--- config.mk ---
export PLATFORM = sky130hd
export DESIGN_NAME = xgriscv_mc_ctrl
export DESIGN_NICKNAME = d
export VERILOG_FILES = /design/src/rtl/xgriscv_ctrl_pkg.sv /design/src/rtl/xgriscv_aluop_dec.sv /design/src/rtl/xgriscv_mc_ctrl.sv
export SDC_FILE = /design/constraint.sdc
export NUM_CORES = 1
export LEC_CHECK = 0
export BUFFER_PORTS_ARGS = -buffer_cell sky130_fd_sc_hd__buf_2
export CAP_MARGIN = 20
export CORE_UTILIZATION = 45
export CTS_BUF_LIST = sky130_fd_sc_hd__clkbuf_8
export CTS_CLUSTER_SIZE = 28
export DETAILED_ROUTE_END_ITERATION = 6
export GPL_ROUTABILITY_DRIVEN = 0
export PLACE_DENSITY = 0.86
export SLEW_MARGIN = 0
export SYNTH_ARGS = -nofsm -noshare
export SYNTH_HDL_FRONTEND = slang
export SYNTH_SLANG_ARGS = --single-unit
--- constraint.sdc ---
create_clock -name clk -period 2.7 [get_ports clk]
set_input_delay 0.54 -clock clk [delete_from_list [all_inputs] [get_ports clk]]
set_output_delay 0.54 -clock clk [all_outputs]
set_load 0.005 [all_outputs]
--- src/rtl/xgriscv_ctrl_pkg.sv ---
// Shared encodings for the multi-cycle RV32I control path: ALU op codes,
// FSM states, opcodes and datapath select values.
package xgriscv_ctrl_pkg;

  localparam int unsigned ALUOP_W = 4;

  localparam logic [3:0] ALU_ADD  = 4'd0;
  localparam logic [3:0] ALU_SUB  = 4'd1;
  localparam logic [3:0] ALU_AND  = 4'd2;
  localparam logic [3:0] ALU_OR   = 4'd3;
  localparam logic [3:0] ALU_XOR  = 4'd4;
  localparam logic [3:0] ALU_SLL  = 4'd5;
  localparam logic [3:0] ALU_SRL  = 4'd6;
  localparam logic [3:0] ALU_SRA  = 4'd7;
  localparam logic [3:0] ALU_SLT  = 4'd8;
  localparam logic [3:0] ALU_SLTU = 4'd9;
  localparam logic [3:0] ALU_GE   = 4'd10;
  localparam logic [3:0] ALU_GEU  = 4'd11;

  typedef enum logic [3:0] {
    S_FETCH   = 4'd0,
    S_DECODE  = 4'd1,
    S_EXEC_R  = 4'd2,
    S_EXEC_I  = 4'd3,
    S_MEMADDR = 4'd4,
    S_MEMRD   = 4'd5,
    S_MEMWR   = 4'd6,
    S_WB_ALU  = 4'd7,
    S_WB_MEM  = 4'd8,
    S_BRANCH  = 4'd9,
    S_JAL     = 4'd10,
    S_JALR    = 4'd11,
    S_LUI     = 4'd12,
    S_AUIPC   = 4'd13,
    S_TRAP    = 4'd14
  } state_e;

  localparam logic [6:0] OPC_OP     = 7'b0110011;
  localparam logic [6:0] OPC_OPIMM  = 7'b0010011;
  localparam logic [6:0] OPC_LOAD   = 7'b0000011;
  localparam logic [6:0] OPC_STORE  = 7'b0100011;
  localparam logic [6:0] OPC_BRANCH = 7'b1100011;
  localparam logic [6:0] OPC_JAL    = 7'b1101111;
  localparam logic [6:0] OPC_JALR   = 7'b1100111;
  localparam logic [6:0] OPC_LUI    = 7'b0110111;
  localparam logic [6:0] OPC_AUIPC  = 7'b0010111;

  localparam logic [2:0] IMM_I = 3'd0;
  localparam logic [2:0] IMM_S = 3'd1;
  localparam logic [2:0] IMM_B = 3'd2;
  localparam logic [2:0] IMM_U = 3'd3;
  localparam logic [2:0] IMM_J = 3'd4;

  localparam logic [1:0] ASEL_RS1   = 2'd0;
  localparam logic [1:0] ASEL_PC    = 2'd1;
  localparam logic [1:0] ASEL_OLDPC = 2'd2;
  localparam logic [1:0] ASEL_ZERO  = 2'd3;

  localparam logic [1:0] BSEL_RS2  = 2'd0;
  localparam logic [1:0] BSEL_IMM  = 2'd1;
  localparam logic [1:0] BSEL_FOUR = 2'd2;

  localparam logic [1:0] WB_ALUOUT = 2'd0;
  localparam logic [1:0] WB_MDR    = 2'd1;
  localparam logic [1:0] WB_PC     = 2'd2;

  // BEQ compares with SUB and is taken on equality; all other branches use
  // an ALU op whose result is nonzero exactly when the branch is taken.
  function automatic logic branch_taken(input logic [2:0] funct3, input logic zero);
    return (funct3 == 3'b000) ? zero : ~zero;
  endfunction

endpackage

--- src/rtl/xgriscv_aluop_dec.sv ---
// Combinational ALU operation decode from opcode, funct3 and funct7[5]
// for register-register, register-immediate and branch instructions.
module xgriscv_aluop_dec
  import xgriscv_ctrl_pkg::*;
(
  input  logic [6:0]         opcode,
  input  logic [2:0]         funct3,
  input  logic               funct7_5,
  output logic [ALUOP_W-1:0] alu_op
);

  // funct7[5] selects SUB only for register-register ops; SRA/SRAI honour it for both
  always_comb begin
    alu_op = ALU_ADD;
    case (opcode)
      OPC_OP, OPC_OPIMM: begin
        case (funct3)
          3'b000: begin
            if ((opcode == OPC_OP) && funct7_5) alu_op = ALU_SUB;
            else                                alu_op = ALU_ADD;
          end
          3'b001: alu_op = ALU_SLL;
          3'b010: alu_op = ALU_SLT;
          3'b011: alu_op = ALU_SLTU;
          3'b100: alu_op = ALU_XOR;
          3'b101: begin
            if (funct7_5) alu_op = ALU_SRA;
            else          alu_op = ALU_SRL;
          end
          3'b110: alu_op = ALU_OR;
          3'b111: alu_op = ALU_AND;
          default: alu_op = ALU_ADD;
        endcase
      end
      OPC_BRANCH: begin
        case (funct3)
          3'b000, 3'b001: alu_op = ALU_SUB;
          3'b100:         alu_op = ALU_SLT;
          3'b101:         alu_op = ALU_GE;
          3'b110:         alu_op = ALU_SLTU;
          3'b111:         alu_op = ALU_GEU;
          default:        alu_op = ALU_SUB;
        endcase
      end
      default: alu_op = ALU_ADD;
    endcase
  end

endmodule

--- src/rtl/xgriscv_mc_ctrl.sv ---
// Multi-cycle control FSM for the RV32I core: sequences fetch/decode/execute/
// memory/writeback and drives ALU op, operand selects and datapath enables.
module xgriscv_mc_ctrl
  import xgriscv_ctrl_pkg::*;
#(
  parameter logic [3:0]  RESET_STATE = 4'd0,
  parameter int unsigned ALUOP_W     = xgriscv_ctrl_pkg::ALUOP_W
) (
  input  logic               clk,
  input  logic               rstn,
  input  logic [31:0]        instr,
  input  logic               zero,
  input  logic               imem_ready,
  input  logic               dmem_ready,
  output logic [ALUOP_W-1:0] alu_op,
  output logic [1:0]         alu_a_sel,
  output logic [1:0]         alu_b_sel,
  output logic [2:0]         imm_type,
  output logic               imem_req,
  output logic               dmem_req,
  output logic               dmem_we,
  output logic               ir_we,
  output logic               pc_we,
  output logic               oldpc_we,
  output logic               tgt_we,
  output logic               aluout_we,
  output logic               rf_we,
  output logic               pc_src,
  output logic [1:0]         wb_sel,
  output logic               illegal
);

  state_e state_q, state_d;
  logic   illegal_q, illegal_d;

  logic [6:0] opcode_s;
  logic [2:0] funct3_s;
  logic       funct7_5_s;
  logic       unused_instr_s;

  assign opcode_s       = instr[6:0];
  assign funct3_s       = instr[14:12];
  assign funct7_5_s     = instr[30];
  assign unused_instr_s = ^{instr[31], instr[29:15], instr[11:7]};

  logic [ALUOP_W-1:0] dec_op_s;

  xgriscv_aluop_dec u_aluop_dec (
    .opcode   (opcode_s),
    .funct3   (funct3_s),
    .funct7_5 (funct7_5_s),
    .alu_op   (dec_op_s)
  );

  // State and sticky illegal-instruction flag
  always_ff @(posedge clk or negedge rstn) begin
    if (!rstn) begin
      state_q   <= state_e'(RESET_STATE);
      illegal_q <= 1'b0;
    end else begin
      state_q   <= state_d;
      illegal_q <= illegal_d;
    end
  end

  // Next-state logic; unused encodings fall into TRAP
  always_comb begin
    state_d = state_q;
    case (state_q)
      S_FETCH: begin
        if (imem_ready) state_d = S_DECODE;
        else            state_d = S_FETCH;
      end
      S_DECODE: begin
        case (opcode_s)
          OPC_OP:               state_d = S_EXEC_R;
          OPC_OPIMM:            state_d = S_EXEC_I;
          OPC_LOAD, OPC_STORE:  state_d = S_MEMADDR;
          OPC_BRANCH:           state_d = S_BRANCH;
          OPC_JAL:              state_d = S_JAL;
          OPC_JALR:             state_d = S_JALR;
          OPC_LUI:              state_d = S_LUI;
          OPC_AUIPC:            state_d = S_AUIPC;
          default:              state_d = S_TRAP;
        endcase
      end
      S_EXEC_R, S_EXEC_I, S_LUI, S_AUIPC: state_d = S_WB_ALU;
      S_MEMADDR: begin
        if (opcode_s == OPC_STORE) state_d = S_MEMWR;
        else                       state_d = S_MEMRD;
      end
      S_MEMRD: begin
        if (dmem_ready) state_d = S_WB_MEM;
        else            state_d = S_MEMRD;
      end
      S_MEMWR: begin
        if (dmem_ready) state_d = S_FETCH;
        else            state_d = S_MEMWR;
      end
      S_WB_ALU, S_WB_MEM, S_BRANCH, S_JAL, S_JALR: state_d = S_FETCH;
      S_TRAP:  state_d = S_TRAP;
      default: state_d = S_TRAP;
    endcase
    illegal_d = illegal_q | (state_d == S_TRAP);
  end

  logic [ALUOP_W-1:0] alu_op_s;
  logic [1:0]         a_sel_s, b_sel_s, wb_sel_s;
  logic [2:0]         imm_type_s;
  logic               imem_req_s, dmem_req_s, dmem_we_s;
  logic               ir_we_s, pc_we_s, oldpc_we_s, tgt_we_s, aluout_we_s, rf_we_s;
  logic               pc_src_s;

  // Moore output decode; only the FETCH enables look at imem_ready
  always_comb begin
    alu_op_s    = ALU_ADD;
    a_sel_s     = ASEL_RS1;
    b_sel_s     = BSEL_RS2;
    imm_type_s  = IMM_I;
    wb_sel_s    = WB_ALUOUT;
    imem_req_s  = 1'b0;
    dmem_req_s  = 1'b0;
    dmem_we_s   = 1'b0;
    ir_we_s     = 1'b0;
    pc_we_s     = 1'b0;
    oldpc_we_s  = 1'b0;
    tgt_we_s    = 1'b0;
    aluout_we_s = 1'b0;
    rf_we_s     = 1'b0;
    pc_src_s    = 1'b0;
    case (state_q)
      S_FETCH: begin
        imem_req_s = 1'b1;
        a_sel_s    = ASEL_PC;
        b_sel_s    = BSEL_FOUR;
        if (imem_ready) begin
          ir_we_s    = 1'b1;
          oldpc_we_s = 1'b1;
          pc_we_s    = 1'b1;
        end else begin
          ir_we_s    = 1'b0;
          oldpc_we_s = 1'b0;
          pc_we_s    = 1'b0;
        end
      end
      S_DECODE: begin
        a_sel_s    = ASEL_OLDPC;
        b_sel_s    = BSEL_IMM;
        imm_type_s = (opcode_s == OPC_JAL) ? IMM_J : IMM_B;
        tgt_we_s   = 1'b1;
      end
      S_EXEC_R: begin
        alu_op_s    = dec_op_s;
        aluout_we_s = 1'b1;
      end
      S_EXEC_I: begin
        alu_op_s    = dec_op_s;
        b_sel_s     = BSEL_IMM;
        aluout_we_s = 1'b1;
      end
      S_MEMADDR: begin
        b_sel_s     = BSEL_IMM;
        imm_type_s  = (opcode_s == OPC_STORE) ? IMM_S : IMM_I;
        aluout_we_s = 1'b1;
      end
      S_MEMRD: dmem_req_s = 1'b1;
      S_MEMWR: begin
        dmem_req_s = 1'b1;
        dmem_we_s  = 1'b1;
      end
      S_WB_ALU: rf_we_s = 1'b1;
      S_WB_MEM: begin
        rf_we_s  = 1'b1;
        wb_sel_s = WB_MDR;
      end
      S_BRANCH: begin
        alu_op_s   = dec_op_s;
        imm_type_s = IMM_B;
        if (branch_taken(funct3_s, zero)) begin
          pc_we_s  = 1'b1;
          pc_src_s = 1'b1;
        end else begin
          pc_we_s  = 1'b0;
          pc_src_s = 1'b0;
        end
      end
      S_JAL: begin
        imm_type_s = IMM_J;
        rf_we_s    = 1'b1;
        wb_sel_s   = WB_PC;
        pc_we_s    = 1'b1;
        pc_src_s   = 1'b1;
      end
      S_JALR: begin
        b_sel_s  = BSEL_IMM;
        rf_we_s  = 1'b1;
        wb_sel_s = WB_PC;
        pc_we_s  = 1'b1;
      end
      S_LUI: begin
        a_sel_s     = ASEL_ZERO;
        b_sel_s     = BSEL_IMM;
        imm_type_s  = IMM_U;
        aluout_we_s = 1'b1;
      end
      S_AUIPC: begin
        a_sel_s     = ASEL_OLDPC;
        b_sel_s     = BSEL_IMM;
        imm_type_s  = IMM_U;
        aluout_we_s = 1'b1;
      end
      S_TRAP:  imem_req_s = 1'b0;
      default: imem_req_s = 1'b0;
    endcase
  end

  // Reset forces every output inactive at once, so an open request drops
  // without waiting for a clock edge.
  assign alu_op    = rstn ? alu_op_s   : ALU_ADD;
  assign alu_a_sel = rstn ? a_sel_s    : ASEL_RS1;
  assign alu_b_sel = rstn ? b_sel_s    : BSEL_RS2;
  assign imm_type  = rstn ? imm_type_s : IMM_I;
  assign wb_sel    = rstn ? wb_sel_s   : WB_ALUOUT;
  assign imem_req  = rstn & imem_req_s;
  assign dmem_req  = rstn & dmem_req_s;
  assign dmem_we   = rstn & dmem_we_s;
  assign ir_we     = rstn & ir_we_s;
  assign pc_we     = rstn & pc_we_s;
  assign oldpc_we  = rstn & oldpc_we_s;
  assign tgt_we    = rstn & tgt_we_s;
  assign aluout_we = rstn & aluout_we_s;
  assign rf_we     = rstn & rf_we_s;
  assign pc_src    = rstn & pc_src_s;
  assign illegal   = illegal_q;

endmodule

# Word-level counts from Yosys, hierarchy flattened
# Index checks and enable logic that the tools add are counted.
# Widths: inputs -> output; s select.
# classes
eq_ne,30
muxes,35
bitwise_logic,11
reduce_logical,15
# ops
operator,n
$pmux 4 s8,2
$eq 4x4->1 const B,7
$pmux 4 s7,1
$eq 7x6->1 const B,3
$eq 7x7->1 const B,3
$eq 4x3->1 const B,4
$pmux 4 s4,1
$pmux 3 s5,1
$eq 7x5->1 const B,2
$mux 1,14
$eq 3x3->1 const B,4
$mux 4,3
$reduce_or 2->1,6
$reduce_or 5->1,2
$and 1x1->1,9
$mux 3,3
$eq 4x2->1 const B,2
$mux 2,4
$pmux 2 s2,2
$pmux 4 s2,1
$reduce_or 4->1,2
$eq 7x2->1 const B,1
$eq 3x2->1 const B,2
$pmux 2 s3,1
other kinds (11),11
# word_totals
register_bits,5
input_bits,37
out_inout_bits,24
word_cells,93

# Longest topological paths before layout
# Gate-level depths: netlist of the first run.
# logic_depth
ltp_word,7
mapped_depth,6
mapped_depth_nobuf,4

# Hierarchy
# A second synthesis of the first run with hierarchy kept.
# unflattened
hier_cells,133
area_unflattened_um2,904.6
# modules_own_cells
mod,instances,cells_each,area_per_inst_um2,seq_area_each_um2
xgriscv_mc_ctrl,1,115,785.8,125.1
xgriscv_aluop_dec,1,18,118.9,0.0

# Worst setup path before layout of the first run
# OpenSTA, ideal clock, no wires.
# synth_path
path_kind,input port to output port
from,in instr[13]
to,out pc_src
t_arrival_ps,1536
t_required_ps,2160
path_slack_ps,624
cell_stages,5
n_path_buf,1
path_cell_list,clkbuf_1 -> or4_1 -> nand3_1 -> o21ai_0 -> and3_1
# synth_between
elab_chain_len,5
# synth_lines
item,line,source
start: declaration,xgriscv_mc_ctrl.sv:11,"input logic [31:0] instr,"
$logic_not 3->1,xgriscv_ctrl_pkg.sv:70,return (funct3 == 3'b000) ? zero : ~zero;
$mux 1,xgriscv_ctrl_pkg.sv:70,
$mux 1,xgriscv_mc_ctrl.sv:179,"if (branch_taken(funct3_s, zero)) begin"
$pmux 1 s2,xgriscv_mc_ctrl.sv:131,case (state_q)
$and 1x1->1,xgriscv_mc_ctrl.sv:233,assign pc_src = rstn & pc_src_s;
end: declaration,xgriscv_mc_ctrl.sv:28,"output logic pc_src,"
# No other way between the ends.

# Worst setup path in the final report of the first run
# layout_path
from,in instr[2]
to,out alu_op[2]
# layout_between
elab_chain_len,5
word_cells_on_any_way,7
classes_between,3 x eq/ne; 3 x mux; 1 x reduce/logical
# layout_lines
item,line,source
$eq 7x5->1 / $eq 7x6->1 (equally long branches),xgriscv_aluop_dec.sv:15,case (opcode)
$reduce_or 2->1,xgriscv_aluop_dec.sv:15,
$pmux 4 s2 (*),xgriscv_aluop_dec.sv:15,
$mux 4 (*),xgriscv_mc_ctrl.sv:131,
$mux 4 (*),xgriscv_mc_ctrl.sv:219,assign alu_op = rstn ? alu_op_s : ALU_ADD;
end: declaration,xgriscv_mc_ctrl.sv:15,"output logic [ALUOP_W-1:0] alu_op,"
# Mark *: on every way between the ends. The rest lies on a longest branch, timed or not.

==> results of run 1 <==
## how the worst max path moves through the flow
stage / from / end / slack [ps]
final: instr[2] / alu_op[2] / 390
after global routing: instr[2] / alu_op[1] / 290
after CTS: instr[2] / alu_op[2] / 400
after detailed placement: instr[2] / alu_op[2] / 410
after global placement: instr[2] / alu_op[2] / 420
after floorplan: instr[13] / pc_src / 620
## routing by layer
metal | wire length (um) | share of wire, % | up-vias
li1 | - | - | 534
met1 | 1000 | 44 | 480
met2 | 1200 | 52 | 31
met3 | 95 | 4.1 | 0
met4 | 0 | 0 | 0
met5 | 0 | 0 | -
## where the power goes
group / internal, W / switching (W) / total [W]
sequential: 0.0000754 / 0 / 0.0000754
clock: 0.0000971 / 0.0000330 / 0.000130
combinational: 0.0000187 / 0.0000241 / 0.0000429
## metrics by stage
stage / hold WS, ps / total power [W] / setup WS [ps] / cell area (sq um) / std cells
after floorplan: 244 / 0.0000968 / 624 / 856 / 125
after global placement: 452 / 0.000117 / 423 / 1060 / 183
after detailed placement: 459 / 0.000119 / 408 / 1060 / 183
after CTS: 245 / 0.000252 / 399 / 1100 / 187
after global routing: 252 / 0.000263 / 293 / 1100 / 187
final: 247 / 0.000248 / 386 / 1100 / 187
## layout make-up
type                            count  share of cell area (%)
Tap cell                           25                    2.84
Clock inverter                      1                   0.341
Multi-Input combinational cell    103                    58.9
Sequential cell                     5                    11.4
Timing Repair Buffer               43                    20.4
Inverter                            7                    2.38
Clock buffer                        3                    3.75
## cell usage in the layout, fill, tap and decap left out, types with 2 or more instances in the layout
cell type	synthesis	routed
nor4b_1	2	2
dfrtp_1	5	5
a21oi_1	8	8
nand3b_1	4	4
and3_1	2	2
and2_1	3	3
nor3_1	9	9
nand3_1	2	2
a21boi_0	2	2
or2_2	2	2
nand2b_1	5	5
o31ai_1	2	2
nor3b_1	2	2
buf_2	1	39
o21ai_0	8	8
buf_4	2	4
nand2_1	10	10
clkbuf_8	0	3
nor2_1	11	11
inv_1	7	8
nor2b_1	6	6
## registers in the layout, indices dropped and copies added, names as in the netlist
signal	flops
illegal	1
state_q	4
## cell families (layout without fill, tap and decap cells)
family                 count (synthesis)  count (layout)
AND/OR/NAND/NOR                       69              69
AO/OA/AOI/OAI                         33              33
buffers and inverters                 17              54
flip-flops                             5               5
multiplexers                           1               1
==> results.toml, run 1 <==
[run_status]
status = "finished clean"

[logic_synthesis]
ys_types = 48
netlist_top_cells_area = "dfrtp_1 (15%), nor3_1 (5.3%), nor2_1 (4.8%)"
synth_commonest_cells = "nor2_1 (11), nand2_1 (10), nor3_1 (9)"
synth_xor_area_share_pct = 0
yosysMostFrequentCell = "nor2_1"
synthCells = 125
netlist.area_leader.share_pct = 14.6
ys_warn_count = 0
synthAdderAreaFrac_pct = 0
synth_compound_gate_area_share_pct = 26.6
syn_nets = 162
synth_top_area_cell = "dfrtp_1"
syn_area_per_cell_sq_um = 6.85
synth_top_family_by_area = "simple AND/OR/NAND/NOR gates"
ys_seq_area_share_pct = 14.6
synth_edf_count = 0
synth_simple_gate_area_share_pct = 48.1
muxShareOfSynthArea_pct = 1.17
synth_ff_type = "dfrtp_1"
synth_seq_cells = 5
synthArstFlopShare_pct = 100
synthesis.area_sq_um = 856

[timing]
period_share_pct = 85.7
tns_ps = 0
min_period_ps = 2310
max-slew-margin-rel_pct = 68.3
hold_viol = 0
worst_slew_pin_slew_ps = 468
maxSlewViolCount = 0
fmax_ghz = 0.432
skew_ps = 0.749
setup_viol = 0
rsz0062_at_grt = "false"

[worst_setup_path]
cp_top_family = "simple AND/OR/NAND/NOR gates"
cp_num_buf_inv = 2
cp_max_fo = 7
start_kind = "input pin"
cp.arrival_ps = 1770
critPathCaptureType = "output port"
critPathMaxStageDelay_ps = 350
r2r-end = "illegal"
critical_path.slowest_cell = "nor2_1"
r2r-start = "state_q[3]"
rrSetupSlack_ps = 820
path_cells = "buf_2 > nand4bb_1 > nor2_1 > nor4b_1 > buf_2"
worstSetupPathType = "in2out"
cp.depth = 5
rr_worst_depth = 4
crit_required_ps = 2160
critPathMostFrequentCell = "buf_2"

[final_layout]
antenna_cells = 0
regArea_sq_um = 125
finalCoreUtilization_pct = 63.2
fill_cells = 175
post_route_cells_drive_above_1_share_pct = 34.0
syn2layout_area_growth_pct = 28.8
multi_input_area_sq_um = 649
layout.nets = 200

[floorplan]
rows = 15
fp.coreArea_sq_um = 1750
die_x_um = 45.6
die_area_sq_um = 2080
start_util_pct = 49.0
dieHeight_um = 45.6
io_pins = 61

[global_route]
grt_max_degree = 18
grt_overflow = 0
use_met1_pct = 29.0
use_met3_pct = 4.37
gr-usage-met2_pct = 37.7
grt_pass1_vias = 832
grt_pass1_wl_um = 3520
grt_usage_pct = 22.7
busiest_layer = "met2"
antenna_found_initial = 0

[cts]
post_cts_buffers = 0
clockBufferDepth = 2
cts_buffers = 3
cts_tree = "done"
clk_latency_ps = 220
root_buffer = "clkbuf_8"
cts_resized = 0
ctsHoldBuffers = 0
cts.sinks = 5
htree_levels = 1
clk_pin_slew_ps = 30

[job]
cap_viol_max_count = 0

[detailed_routing]
post_drt_via_cell_ratio = 5.59
drc = 0
wl_um = 2300
avgRoutedWirePerCell_um = 12.3
drt_iter0_drc = 14
ant_nets = 0
firstDrtPassIters = 4
num_vias = 1045

[placement]
dp_hpwl_um = 1820
io_buffers = 39

[hold_path]
hold_path_class = "in2async"

[power]
irDropWorstVdd_uv = 366
power_leakage_nw = 0.533
powerDensity_nw_per_um2 = 225
No activity file was read; power rests on OpenSTA's default activity.
==> inputs of run 2 (changes only) <==
PLACE_DENSITY = 0.87   (was 0.86)
==> run 2 against run 1 <==
Net effect:
- power up 1.8%
- critical path depth unchanged
- global-route usage up 1.3 points
- clock skew up 0.88 ps
- cell count down 0.53%
- hold slack worse by 4.5 ps
- combinational power up 0.9%
- die area unchanged
- largest cell class unchanged
==> results.toml, run 2 (synthesis gave the netlist of run 1 again) <==
[floorplan]
die_x_um = 45.6
start_util_pct = 49.0
dieHeight_um = 45.6
die_area_sq_um = 2080
rows = 15
fp.coreArea_sq_um = 1750
io_pins = 61

[detailed_routing]
drc = 0
firstDrtPassIters = 4
avgRoutedWirePerCell_um = 12.8
post_drt_via_cell_ratio = 5.71
drt_iter0_drc = 36
wl_um = 2380
num_vias = 1062
ant_nets = 0

[worst_setup_path]
start_kind = "register"
critPathMaxStageDelay_ps = 530
crit_required_ps = 2160
path_cells = "nor2b_1 > mux2i_1 > or2_2 > nor4b_1 > buf_2"
rr_worst_depth = 4
critPathCaptureType = "output port"
cp.arrival_ps = 1910
worstSetupPathType = "reg2out"
critical_path.slowest_cell = "dfrtp_1"
cp_max_fo = 16

[timing]
period_share_pct = 90.8
setup_viol = 0
max-slew-margin-rel_pct = 65.8
tns_ps = 0
skew_ps = 1.63
rsz0062_at_grt = "false"
hold_viol = 0
hold_ws_ps = 242
min_period_ps = 2450
fmax_ghz = 0.408
maxSlewViolCount = 0
worst_slew_pin_slew_ps = 506

[global_route]
antenna_found_initial = 0
grt_max_degree = 18
use_met3_pct = 2.78
busiest_layer = "met2"
gr-usage-met2_pct = 42.6
grt_pass1_vias = 919
grt_pass1_wl_um = 3800
use_met1_pct = 30.3
grt_usage_pct = 24.0
grt_overflow = 0

[placement]
dp_hpwl_um = 1880
io_buffers = 39

[cts]
clockBufferDepth = 2
cts_buffers = 3
clk_pin_slew_ps = 40
cts_resized = 0
ctsHoldBuffers = 0
clk_latency_ps = 220
root_buffer = "clkbuf_8"
htree_levels = 1
cts_tree = "done"
cts.sinks = 5
post_cts_buffers = 0

[final_layout]
syn2layout_area_growth_pct = 27.9
post_route_cells_drive_above_1_share_pct = 33.5
layout_commonest_cell = "buf_2"
largest_register_ff_count = 4
largest-register = "state_q"
layout_common_cells = "buf_2 (39), nor2_1 (11), nand2_1 (10)"
antenna_cells = 0
layout.nets = 199

[hold_path]
hold_path_class = "in2async"

[power]
sw_frac_of_total_pct = 24.3
internal-power_w = 0.000192
power_leakage_nw = 0.529
combPwrFrac_pct = 17.1
irDropWorstVdd_uv = 367
p_sw_w = 0.0000614
power_frac_clock_pct = 53.1
powerDensity_nw_per_um2 = 231
pwr-share-seq_pct = 29.8

[run_status]
status = "finished clean"

[job]
cap_viol_max_count = 0
[run 2: cell types whose count changed in the layout (fill, tap and decap cells not counted)]
| cell | previous run | this run |
|---|---|---|
| buf_4 | 4 | 3 |
[run 2: area by class of cell]
class,count,area (sq um)
clock buffer,3,41.3
fill,179,651
tap,25,31.3
timing repair buffer,42,218
sequential,5,125
inverter,7,26.3
clock inverter,1,3.75
multi-input combinational,103,649
[run 2: worst paths after layout]
kind	from	end	slack (ps)
worst max-delay path	state_q[1]	alu_op[2]	250
worst min-delay path	rstn	state_q[3]	240
worst max register to register	state_q[3]	illegal	840
worst min register to register	illegal	illegal	470
max in group asynchronous	rstn	state_q[0]	2320
min in group clk	illegal	illegal	470
[run 2: routing by layer]
layer,vias up,wire length (um),part of all wire [%]
met5,-,0,0
met4,0,11,0.46
met3,2,129,5.4
met2,44,1200,50
met1,486,1040,44
li1,530,-,-
[run 2: worst max-delay path: cells and delay by family, from the launching register on]
| family | cells | cell delay (ps) |
|---|---|---|
| flip-flops | 1 | 530 |
| AND/OR/NAND/NOR | 3 | 890 |
| multiplexers | 1 | 100 |
| buffers and inverters | 1 | 170 |
[run 2: power groups by stage]
| stage | registers [W] | clock network, W | logic [W] |
|---|---|---|---|
| after floorplan | 0.0000763 | 0 | 0.0000205 |
| after global placement | 0.0000763 | 0 | 0.0000403 |
| after detailed placement | 0.0000763 | 0 | 0.0000430 |
| after CTS | 0.0000754 | 0.000137 | 0.0000431 |
| after global routing | 0.0000753 | 0.000144 | 0.0000472 |
| final | 0.0000754 | 0.000134 | 0.0000433 |
[run 2: stage by stage]
stage | setup slack [ps] | cell area [sq um] | total power, W | instances | utilization (%)
6_report | 247 | 1090 | 0.000253 | 186 | 62.7
2_1_floorplan | 624 | 856 | 0.0000968 | 125 | -
4_1_cts | 226 | 1090 | 0.000255 | 186 | 62.7
5_1_grt | 80.5 | 1090 | 0.000267 | 186 | 62.7
3_3_place_gp | 428 | 1050 | 0.000117 | 182 | 60.1
3_5_place_dp | 330 | 1050 | 0.000119 | 182 | 60.1
